==> config.mk <==
export PLATFORM = sky130hd
export DESIGN_NAME = div_io_ctrl
export DESIGN_NICKNAME = d
export VERILOG_FILES = /design/src/rtl/div_io_ctrl_pkg.sv /design/src/rtl/div_io_ctrl_sat_counter.sv /design/src/rtl/div_io_ctrl.sv
export SDC_FILE = /design/constraint.sdc
export NUM_CORES = 1
export LEC_CHECK = 0
export ABC_AREA = 1
export CORE_MARGIN = 2
export CORE_UTILIZATION = 41
export DETAILED_ROUTE_END_ITERATION = 10
export GPL_TIMING_DRIVEN = 0
export PLACE_DENSITY = 0.74
export SLEW_MARGIN = 20
export SYNTH_ARGS = -nofsm -noshare
export SYNTH_HDL_FRONTEND = slang
export SYNTH_SLANG_ARGS = --single-unit
==> constraint.sdc <==
create_clock -name clk -period 1.35 [get_ports clk]
set_clock_uncertainty 0.05 [all_clocks]
set_input_delay 0.2025 -clock clk [delete_from_list [all_inputs] [get_ports clk]]
set_output_delay 0.2025 -clock clk [all_outputs]
set_load 0.03 [all_outputs]
==> src/rtl/div_io_ctrl_pkg.sv <==
// Shared definitions for the divider request/response front-end: FSM state encoding
// (shared with control_unit/datapath) and default operand/latency widths.
package div_io_ctrl_pkg;

  localparam int DIV_WIDTH = 4;
  localparam int DIV_LAT_W = 6;

  typedef enum logic [1:0] {
    ST_IDLE   = 2'd0,
    ST_LAUNCH = 2'd1,
    ST_BUSY   = 2'd2,
    ST_HOLD   = 2'd3
  } div_state_e;

endpackage

==> src/rtl/div_io_ctrl_sat_counter.sv <==
// Saturating up-counter with synchronous clear (clear wins over enable);
// sticks at all-ones instead of wrapping.
module sat_counter #(
  parameter int LAT_W = 6
) (
  input  logic             clk,
  input  logic             rst,
  input  logic             clear,
  input  logic             enable,
  output logic [LAT_W-1:0] count
);

  logic [LAT_W-1:0] count_q;
  logic [LAT_W-1:0] count_d;

  always_comb begin
    count_d = count_q;
    if (clear) begin
      count_d = '0;
    end else if (enable && (count_q != {LAT_W{1'b1}})) begin
      count_d = count_q + LAT_W'(1);
    end
  end

  always_ff @(posedge clk or negedge rst) begin
    if (!rst) begin
      count_q <= '0;
    end else begin
      count_q <= count_d;
    end
  end

  assign count = count_q;

endmodule

==> src/rtl/div_io_ctrl.sv <==
// Valid/ready front-end for the integer divider: registers operands, pulses go, captures the
// result on done and holds it until consumed. Optional macro: DIV_ZERO_BYPASS_EN.
module div_io_ctrl
  import div_io_ctrl_pkg::*;
#(
  parameter int WIDTH = DIV_WIDTH,
  parameter int LAT_W = DIV_LAT_W
) (
  input  logic             clk,
  input  logic             rst,
  input  logic             in_valid,
  output logic             in_ready,
  input  logic [WIDTH-1:0] dividend,
  input  logic [WIDTH-1:0] divisor,
  output logic             go,
  output logic [WIDTH-1:0] x_op,
  output logic [WIDTH-1:0] y_op,
  input  logic             done,
  input  logic [WIDTH-1:0] q_in,
  input  logic [WIDTH-1:0] r_in,
  output logic             out_valid,
  input  logic             out_ready,
  output logic [WIDTH-1:0] quotient,
  output logic [WIDTH-1:0] remainder,
  output logic             div_by_zero,
  output logic [LAT_W-1:0] last_latency
);

  div_state_e       state_q, state_d;
  logic             in_ready_q, in_ready_d;
  logic             go_q, go_d;
  logic [WIDTH-1:0] x_op_q, x_op_d;
  logic [WIDTH-1:0] y_op_q, y_op_d;
  logic             out_valid_q, out_valid_d;
  logic [WIDTH-1:0] quotient_q, quotient_d;
  logic [WIDTH-1:0] remainder_q, remainder_d;
  logic             div_by_zero_q, div_by_zero_d;
  logic [LAT_W-1:0] last_latency_q, last_latency_d;
  logic             lat_clear;
  logic             lat_enable;
  logic [LAT_W-1:0] lat_cnt;

  sat_counter #(
    .LAT_W (LAT_W)
  ) u_lat_cnt (
    .clk    (clk),
    .rst    (rst),
    .clear  (lat_clear),
    .enable (lat_enable),
    .count  (lat_cnt)
  );

  always_comb begin
    state_d        = state_q;
    in_ready_d     = in_ready_q;
    go_d           = 1'b0;
    x_op_d         = x_op_q;
    y_op_d         = y_op_q;
    out_valid_d    = out_valid_q;
    quotient_d     = quotient_q;
    remainder_d    = remainder_q;
    div_by_zero_d  = div_by_zero_q;
    last_latency_d = last_latency_q;
    lat_clear      = 1'b0;
    lat_enable     = 1'b0;

    case (state_q)
      ST_IDLE: begin
        in_ready_d = 1'b1;
        if (in_valid && in_ready_q) begin
          x_op_d     = dividend;
          y_op_d     = divisor;
          in_ready_d = 1'b0;
`ifdef DIV_ZERO_BYPASS_EN
          if (divisor == '0) begin
            state_d        = ST_HOLD;
            quotient_d     = {WIDTH{1'b1}};
            remainder_d    = dividend;
            div_by_zero_d  = 1'b1;
            last_latency_d = '0;
            out_valid_d    = 1'b1;
          end else begin
            state_d = ST_LAUNCH;
            go_d    = 1'b1;
          end
`else
          state_d = ST_LAUNCH;
          go_d    = 1'b1;
`endif
        end
      end

      // done is deliberately not looked at here: a level-held done from the previous
      // operation must not be mistaken for completion of this one.
      ST_LAUNCH: begin
        lat_clear = 1'b1;
        state_d   = ST_BUSY;
      end

      ST_BUSY: begin
        lat_enable = 1'b1;
        if (done) begin
          quotient_d     = q_in;
          remainder_d    = r_in;
          div_by_zero_d  = 1'b0;
          last_latency_d = lat_cnt;
          out_valid_d    = 1'b1;
          state_d        = ST_HOLD;
        end
      end

      ST_HOLD: begin
        if (out_ready) begin
          out_valid_d = 1'b0;
          in_ready_d  = 1'b1;
          state_d     = ST_IDLE;
        end
      end

      default: begin
        state_d     = ST_IDLE;
        in_ready_d  = 1'b0;
        out_valid_d = 1'b0;
      end
    endcase
  end

  always_ff @(posedge clk or negedge rst) begin
    if (!rst) begin
      state_q        <= ST_IDLE;
      in_ready_q     <= 1'b0;
      go_q           <= 1'b0;
      x_op_q         <= '0;
      y_op_q         <= '0;
      out_valid_q    <= 1'b0;
      quotient_q     <= '0;
      remainder_q    <= '0;
      div_by_zero_q  <= 1'b0;
      last_latency_q <= '0;
    end else begin
      state_q        <= state_d;
      in_ready_q     <= in_ready_d;
      go_q           <= go_d;
      x_op_q         <= x_op_d;
      y_op_q         <= y_op_d;
      out_valid_q    <= out_valid_d;
      quotient_q     <= quotient_d;
      remainder_q    <= remainder_d;
      div_by_zero_q  <= div_by_zero_d;
      last_latency_q <= last_latency_d;
    end
  end

  assign in_ready     = in_ready_q;
  assign go           = go_q;
  assign x_op         = x_op_q;
  assign y_op         = y_op_q;
  assign out_valid    = out_valid_q;
  assign quotient     = quotient_q;
  assign remainder    = remainder_q;
  assign div_by_zero  = div_by_zero_q;
  assign last_latency = last_latency_q;

endmodule

# Word level (Yosys, flattened, before mapping)
# Cells that the tools add are included.
# W data, S select, Z words.
# word_totals
output_inout_bits	26
regBits	33
# op_classes
add_sub_neg	1
n_eq_ne	7
n_reduce_logical	11
muxes	16
# op_table
op	count
$mux W6	2
$mux W1	8
$pmux W2 S4	1
$add A6 B1 Y6 const B	1
$mux W2	3
$ne A2 B2 Y1 const B	3
$ne A6 B6 Y1 const B	1
$reduce_and A2 Y1	3
$reduce_and A3 Y1	2
$reduce_bool A2 Y1	3
$eq A2 B2 Y1 const B	2
$pmux W1 S2	2
$eq A2 B1 Y1 const B	1
$logic_and A1 B1 Y1	2
$logic_not A2 Y1	1

# Logic depth before layout (Yosys ltp)
# Gate-level depths: netlist of the first run.
# depth
word_depth	5
depth_mapped	8
depth_no_buf	8

# By module
# A second synthesis of the first run with hierarchy kept.
# hier_totals
cells_unflattened	190
hier_area_um2	1607.8
# by_module_without_submodules
mod	instances	cells_per_inst	seq_area_each_um2	area_each_um2
div_io_ctrl	1	138	675.6	1221.2
sat_counter	1	52	150.1	386.6

# Worst setup path after synthesis of the first run
# Ideal clock, no wire load.
# synth_timing
path_kind	reg2reg
startpoint	register state_q[0]
endpoint	register last_latency_q[1], in the netlist last_latency[1]
synth_period_minus_slack_ns	1.436
stages_incl_launch_ff	7
arrival_ns	1.261
path_slack_ns	-0.086
path_buffers	2
path_cell_list	dfrtp_1 inv_1 ha_1 buf_6 nand2_4 buf_6 mux2_4
# synth_via
elab_chain_cells	2
# synth_lines
element	line_no	source
start: declaration	div_io_ctrl.sv:29	div_state_e state_q, state_d;
start signal: assignment	div_io_ctrl.sv:141	state_q <= state_d;
$eq A2 B2 Y1	div_io_ctrl.sv:67	case (state_q)
$reduce_and A2 Y1 (no line)	-	
end signal: assignment	div_io_ctrl.sv:150	last_latency_q <= last_latency_d;
end: declaration	div_io_ctrl.sv:38	logic [LAT_W-1:0] last_latency_q, last_latency_d;
# No other way between the ends.
# A chain may end at the register's enable or synchronous reset.

# Final worst setup path of the first run
# layout_timing
startpoint	register state_q[0]
endpoint	register quotient_q[2], in the netlist quotient[2]
# layout_via
elab_chain_cells	2
# layout_lines
element	line_no	source
$eq A2 B2 Y1	div_io_ctrl.sv:67	
$reduce_and A2 Y1 (no line)	-	
end signal: assignment	div_io_ctrl.sv:147	quotient_q <= quotient_d;
end: declaration	div_io_ctrl.sv:35	logic [WIDTH-1:0] quotient_q, quotient_d;
# No other way between the ends.

==> impl_results.md, run 1 <==
- Via count: 1214
- Post-synth ARST share: 1.00
- Synth cell types: 20
- Most instantiated library cell after synthesis: nand2_1
- Max layer used: met4
- Pins Over Slew Limit: 0
- Num CTS Buffers: 5
- Net count, final: 242
- Die area: 4230 µm²
- Post-layout util: 0.607
- Synthesis-to-finish area growth: 44.2%
- Worst-path clk slew: 0.06 ns
- Starting density of the core: 0.421
- Yosys warnings: 0
- Post-synth top cells: 46 x nand2_1, 33 x dfrtp_1, 15 x inv_1, 11 x o21ai_0, 9 x mux2_4
- Worst path required time: 1.46 ns
- FP Rows: 22
- Initial antenna violation count: 0
- Wirelength, routed: 3.10 mm
- Worst Setup EP: quotient[2]$_DFFE_PN0P_
- Placed cell count: 247
- Final hold violations: 0
- Status: complete, no violations
- Post-synthesis cell area: 1530 µm²
- R2r setup slk: 0.005 ns
- WS Path Type: reg2reg
- Top-area cell type share of the netlist area: 0.540
- Power Total: 5.03 mW
- Max-slew headroom: 0.522
- Setup-failing EPs final: 0
- CP startpoint kind: flop
- Critical R2R Capture: quotient[2]$_DFFE_PN0P_
- Clk buf depth: 2
- R2R cell count: 5
- CTS Sinks: 33
- Placement Cell Area: 2050 µm²
- RePlAce Congestion: about 0.8
- H-Tree Depth: 2
- GR Util All Layers: 0.168
- Critical Path Fanout Max: 10
- Max cap viols: 0
- M1 WL: around 1.3 mm
- Number of I/O port buffers: 45
- Slew @ Worst Pin: just over 0.7 ns
- Largest net degree at the start of global routing: 34
- Mean Syn Cell Area: approximately 9.9 µm²
- HP Class: in2reg
- Vias in the first global route: 1174
- First-pass DRT Iterations: 4
- GRT overflow: 0
- Yosys reg bits: 33
- Crit path from: state_q[0]$_DFFE_PN0P_
- Post-route ant nets: 0
- Peak Freq: 0.744 GHz
- Routed wl met2: between 1 and 1.5 mm
- Largest cells by area after synthesis: dfrtp_1 54%, nand2_1 11%, mux2_4 8.8%
- Antenna cell count: 0
- Final min period: 1.34 ns
- Synth Flop Type: dfrtp_1
- Global-route wire length before repair: around 5.3 mm
- Layout cell share with drive strength beyond 1: 0.243
- DR WL met3: around 210 µm
- Cell area after layout: 2200 µm²
- RSZ-0062 raised after global routing: true
- Final cycle utilization of the critical path: 0.996
- Syn nets: 181
- Static leakage: 1.16 nW
- VDD IR max: 0.000880 V
- Pwr Density: 2280 nW/µm²
- Mapped Cells: 154
- Remaining DRCs: 0
- Register area share after synthesis: 0.540
- Chip width: around 65 µm
- Via-to-Cell Ratio: 4.63
- Filler Cell Count: approximately 320
- Skew-Pair Late Insertion Delay: 0.29 ns
- Post-DP HPWL: 2.08 mm
- Core Region: 3630 µm²
- RR Startpoint: state_q[0]$_DFFE_PN0P_
- DRT iter0 DRCs: 64
- Die height: 65.1 µm
- Number of synthesized flops with an enable pin: 0
- Routed len/inst: 11.8 µm
- I/O pins: 47
- CTS tree: built
- Clk root buf: clkbuf_8
- Synth area leader: dfrtp_1
- Finished Layout Cells: 262
- Arr. time, crit path: between 1 and 1.5 ns
- Critical Path End Type: flop
[what timing repair did]
item / CTS / global route
pin swaps: 3 / 3
hold buffers: 1 / 0
endpoints found under the hold margin: 33 / 0
buffers inserted: 7 / 2
endpoints found under the setup margin: 51 / 19
gates resized for setup: 34 / 16
[placed cells by master, fill, tap and decap left out]
master           count
dfrtp_1             33
nand2_4              4
clkdlybuf4s50_1     19
mux2_4               9
clkinv_2             1
clkbuf_4             1
nand3_2              1
nor2_1               6
inv_1                9
nand2_1             45
a21oi_2              1
nand2_2              2
nor2_4               2
ha_2                 2
nand3_1              7
clkbuf_2             1
xor2_1               1
conb_1               1
o21ai_2              3
buf_4               10
inv_2                6
nand4_1              2
nor2_2               1
o21ai_0              7
dlygate4sd3_1        1
a21oi_1              2
clkbuf_8             5
dlygate4sd2_1       24
o21ai_1              2
buf_2                1
ha_4                 1
ha_1                 3
buf_12               1
[where the power goes]
part	internal, mW	switching, mW	total (mW)	leakage [nW]
Combinational	1.12	1.59	2.71	0.705
Sequential	1.40	0.254	1.65	0.418
Clock	0.338	0.329	0.668	0.0399
[routing by layer]
layer,vias to the layer above,track usage
met5,-,0
met4,0,0.0938
met3,7,0.0590
met2,34,0.278
met1,565,0.189
li1,608,-
[registers in the layout, indices dropped and copies added (netlist names)]
| name | count |
|---|---|
| go | 1 |
| in_ready | 1 |
| last_latency | 6 |
| out_valid | 1 |
| quotient | 4 |
| remainder | 4 |
| state_q | 2 |
| u_lat_cnt.count | 6 |
| x_op | 4 |
| y_op | 4 |
[cells by family (layout without fill, tap and decap cells)]
logic type	Yosys count	in the layout	share of synthesized area
simple gates	70	70	0.206
flops	33	33	0.540
buf+inv	19	79	0.0589
compound gates	15	15	0.0491
mux	9	9	0.0884
fa+ha+maj	6	6	0.0491
other cells	1	1	0.00245
xor+xnor	1	1	0.00573
[area by class of cell]
class	count	area [µm²]	area share
timing repair buffer	55	488	0.221
sequential	33	826	0.375
clock inverter	1	5.00	0.00227
multi-input combinational	102	666	0.302
buffer	3	35.0	0.0159
inverter	15	56.3	0.0255
clock buffer	5	68.8	0.0312
tap	48	60.1	0.0272
[worst min path at each step]
stage	cells past startpoint	startpoint	endpoint
after floorplan	0	rst	go$_DFF_PN0_
after global placement	2	y_op[0]$_DFFE_PN0P_	y_op[0]$_DFFE_PN0P_
after detailed placement	1	rst	y_op[0]$_DFFE_PN0P_
after CTS	3	dividend[0]	x_op[0]$_DFFE_PN0P_
after global routing	3	divisor[2]	y_op[2]$_DFFE_PN0P_
final	3	dividend[0]	x_op[0]$_DFFE_PN0P_
[per-stage QoR]
stage                     hold WS [ns]  setup TNS (ns)  worst slack (ns)
after floorplan                 -0.143          -0.229           -0.0255
after CTS                        0.398               0         0.0000454
final                            0.407               0           0.00535
after global routing             0.412          -0.623           -0.0804
after detailed placement         0.252           -2.73            -0.164
after global placement           0.406          -23.03            -0.618
[worst max-delay path, cell delays in order (launching register included)]
cell	delay (ns)
dfrtp_1	0.40
inv_2	0.10
ha_4	0.17
nand2_4	0.06
buf_12	0.15
mux2_4	0.30
(Power assumes the default switching activity.)
==> inputs of run 2 (changes only) <==
- CAP_MARGIN: not set -> 5
- CORE_MARGIN: 2 -> 8
- CORE_UTILIZATION: 41 -> 42
- PLACE_DENSITY: 0.74 -> 0.75
- SYNTH_HIERARCHICAL: not set -> 1
==> run 2 against run 1 <==
Against the previous run: combinational power fell by 4%; final cell count rose by 14%; utilization rose by 2.1 points; register-to-register slack improved by 0.03 ns; critical path depth rose by 1; sequential power fell by 3%.
==> impl_results.md, run 2 <==
- Routed len/inst: 12.5 µm (was 11.8 µm)
- Routed wl met2: 1.82 mm (was 1.47 mm)
- Mean Syn Cell Area: 8.46 µm² (was 9.93 µm²)
- FP Rows: 22 (unchanged)
- M1 WL: 1.63 mm (was 1.34 mm)
- WS Path Type: reg2reg (unchanged)
- Status: complete, no violations (unchanged)
- Synthesis-to-finish area growth: 42.9% (was 44.2%)
- Static leakage: 1.25 nW (was 1.16 nW)
- Critical Path End Type: flop (unchanged)
- Die height: 77.9 µm (was 65.1 µm)
- Post-Place Setup Slack: -0.0861 ns (was -0.164 ns)
- Hold WS: 0.182 ns (was 0.407 ns)
- Placed cell count: 283 (was 247)
- Commonest non-fill, non-tap cell in the layout: nand2_1 (unchanged)
- DRT iter0 DRCs: 85 (was 64)
- Number of synthesized flops with an enable pin: 0 (unchanged)
- Clk buf depth: 2 (unchanged)
- Syn nets: 217 (was 181)
- Placement Cell Area: 2140 µm² (was 2050 µm²)
- Post-synth top cells: 77 x nand2_1, 33 x dfrtp_1, 23 x nand3_1, 15 x inv_1 (was 46 x nand2_1, 33 x dfrtp_1, 15 x inv_1, 11 x o21ai_0, 9 x mux2_4)
- RePlAce Congestion: 0.822 (was 0.794)
- Post-DP HPWL: 2.67 mm (was 2.08 mm)
- VDD IR max: 0.00110 V (was 0.000880 V)
- Number of I/O port buffers: 44 (was 45)
- Starting density of the core: 0.439 (was 0.421)
- HP Class: in2reg (unchanged)
- Max layer used: met4 (unchanged)
- Post-synthesis cell area: 1610 µm² (was 1530 µm²)
- R2R cell count: 6 (was 5)
- Vias in the first global route: 1391 (was 1174)
- Power Total: 5.02 mW (was 5.03 mW)
- CTS Sinks: 33 (unchanged)
- Setup ws final: 0.0311 ns (was 0.00535 ns)
- Largest cells by area after synthesis: dfrtp_1 51%, nand2_1 18%, nand3_1 7.2% (was dfrtp_1 54%, nand2_1 11%, mux2_4 8.8%)
- Antenna cell count: 0 (unchanged)
- Layout cell share with drive strength beyond 1: 0.180 (was 0.243)
- H-Tree Depth: 2 (unchanged)
- Setup-failing EPs final: 0 (unchanged)
- Cell area after layout: 2300 µm² (was 2200 µm²)
- Largest net degree at the start of global routing: 33 (was 34)
- Global-route wire length before repair: 6.51 mm (was 5.26 mm)
- Via-to-Cell Ratio: 4.64 (was 4.63)
- Max cap viols: 0 (unchanged)
- Worst-path clk slew: 0.07 ns (was 0.06 ns)
- Pins Over Slew Limit: 0 (unchanged)
- Critical R2R Capture: u_lat_cnt/count[2]$_DFFE_PN0P_ (was quotient[2]$_DFFE_PN0P_)
- Wirelength, routed: 3.73 mm (was 3.10 mm)
- I/O pins: 47 (unchanged)
- CP startpoint kind: flop (unchanged)
- Core Region: 3660 µm² (was 3630 µm²)
- Clk root buf: clkbuf_8 (unchanged)
- Skew-Pair Late Insertion Delay: 0.28 ns (was 0.29 ns)
- Final min period: 1.32 ns (was 1.34 ns)
- Hold Path Sink: last_latency[1]$_DFFE_PN0P_ (was x_op[0]$_DFFE_PN0P_)
- Critical Path Fanout Max: 6 (was 10)
- Peak Freq: 0.758 GHz (was 0.744 GHz)
- Initial antenna violation count: 0 (unchanged)
- RSZ-0062 raised after global routing: true (unchanged)
- Synth cell types: 20 (unchanged)
- Min-delay src: done (was dividend[0])
- Top-area cell type share of the netlist area: 0.514 (was 0.540)
- Via count: 1383 (was 1214)
- Final hold violations: 0 (unchanged)
- GR Util All Layers: 0.131 (was 0.168)
- R2r setup slk: 0.03 ns (was 0.005 ns)
- GRT overflow: 0 (unchanged)
- Filler Cell Count: 329 (was 324)
- DR WL met3: 244 µm (was 210 µm)
- Arr. time, crit path: 1.44 ns (was 1.46 ns)
- Finished Layout Cells: 298 (was 262)
- Register area share after synthesis: 0.514 (was 0.540)
- Remaining DRCs: 0 (unchanged)
- First-pass DRT Iterations: 5 (was 4)
- Num CTS Buffers: 5 (unchanged)
- Pwr Density: 2190 nW/µm² (was 2280 nW/µm²)
- Synth area leader: dfrtp_1 (unchanged)
- Mapped Cells: 190 (was 154)
- Yosys reg bits: 33 (unchanged)
- Yosys warnings: 6 (was 0)
- Die area: 6060 µm² (was 4230 µm²)
- Most instantiated library cell after synthesis: nand2_1 (unchanged)
- Most frequent cells in the layout: 74 x nand2_1, 32 x dfrtp_1, 23 x nand3_1, 23 x dlygate4sd2_1, 18 x clkdlybuf4s50_1 (was 45 x nand2_1, 33 x dfrtp_1, 24 x dlygate4sd2_1)
- Hold Path Stages: 3 (unchanged)
- Post-synth ARST share: 1.00 (unchanged)
- Final cycle utilization of the critical path: 0.977 (was 0.996)
- Net count, final: 276 (was 242)
- CTS tree: built (unchanged)
- Post-route ant nets: 0 (unchanged)
- Worst path required time: 1.47 ns (was 1.46 ns)
- RR Startpoint: state_q[0]$_DFFE_PN0P_ (unchanged)
- Synth Flop Type: dfrtp_1 (unchanged)
- Chip width: 77.9 µm (was 65.1 µm)
run 2: changes by cell type after synthesis, sizes merged, moves of 2 or more:
cell,previous run,this run
nor2,9,7
nand4,2,5
buf,3,6
nand3,8,24
nand2,51,85
inv,15,17
mux2,9,0
nor3,0,2
o21ai,12,2
run 2: logic make-up (layout without fill, tap and decap cells):
logic type / after synthesis / count (layout) / synth area share
simple gates: 123 / 123 / 0.349
compound gates: 4 / 4 / 0.0148
fa+ha+maj: 6 / 6 / 0.0467
buf+inv: 23 / 83 / 0.0732
other cells: 1 / 1 / 0.00233
flops: 33 / 33 / 0.514
run 2: metal layers:
metal / GRT usage / up-vias
li1: - / 711
met1: 0.153 / 636
met2: 0.214 / 31
met3: 0.0553 / 5
met4: 0.0396 / 0
met5: 0 / -
run 2: how the worst max path moves through the flow:
| stage | slack [ns] | from | cells after the start | endpoint |
|---|---|---|---|---|
| after floorplan | 0.04 | state_q[0]$_DFFE_PN0P_ | 7 | last_latency[4]$_DFFE_PN0P_ |
| after global routing | -0.03 | u_lat_cnt/count[0]$_DFFE_PN0P_ | 8 | u_lat_cnt/count[2]$_DFFE_PN0P_ |
| final | 0.03 | state_q[0]$_DFFE_PN0P_ | 6 | u_lat_cnt/count[2]$_DFFE_PN0P_ |
| after global placement | -0.64 | rst | 1 | state_q[0]$_DFFE_PN0P_ |
| after detailed placement | -0.09 | state_q[0]$_DFFE_PN0P_ | 7 | quotient[2]$_DFFE_PN0P_ |
| after CTS | 0.005 | state_q[1]$_DFFE_PN0P_ | 6 | y_op[3]$_DFFE_PN0P_ |
run 2: metrics by stage:
stage / util / TNS (ns)
floorplan: - / 0
global placement: 0.579 / -21.83
detailed placement: 0.583 / -0.960
CTS: 0.613 / 0
global route: 0.627 / -0.0690
finish: 0.627 / 0
run 2: area by class of cell:
type | instances | area [µm²] | area share
Inverter | 17 | 68.8 | 0.0300
Clock inverter | 1 | 5.00 | 0.00218
Tap cell | 48 | 60.1 | 0.0261
Timing Repair Buffer | 52 | 483 | 0.210
Multi-Input combinational cell | 134 | 704 | 0.307
Buffer | 6 | 52.6 | 0.0229
Clock buffer | 7 | 96.3 | 0.0419
Sequential cell | 33 | 827 | 0.360
run 2: where the power goes:
| part | switching [mW] | internal, mW | leakage, nW |
|---|---|---|---|
| combinational | 1.64 | 0.956 | 0.774 |
| sequential | 0.232 | 1.37 | 0.423 |
| clock | 0.356 | 0.461 | 0.0542 |
| total | 2.23 | 2.79 | 1.25 |
run 2: worst max-delay path: stages (launching register included):
cell     delay [ns]
dfrtp_1        0.41
buf_4          0.14
ha_1           0.26
inv_2          0.16
nand2_4        0.08
nand2_1        0.06
nand2_1        0.05
run 2: repair_timing:
action                                  CTS  global route
hold buffers                              1             0
endpoints found under the hold margin    33             0
gates cloned                              0             0
endpoints found under the setup margin   48            25
pin swaps                                 0             3
gates resized for setup                  30            10
buffers inserted                          3             3
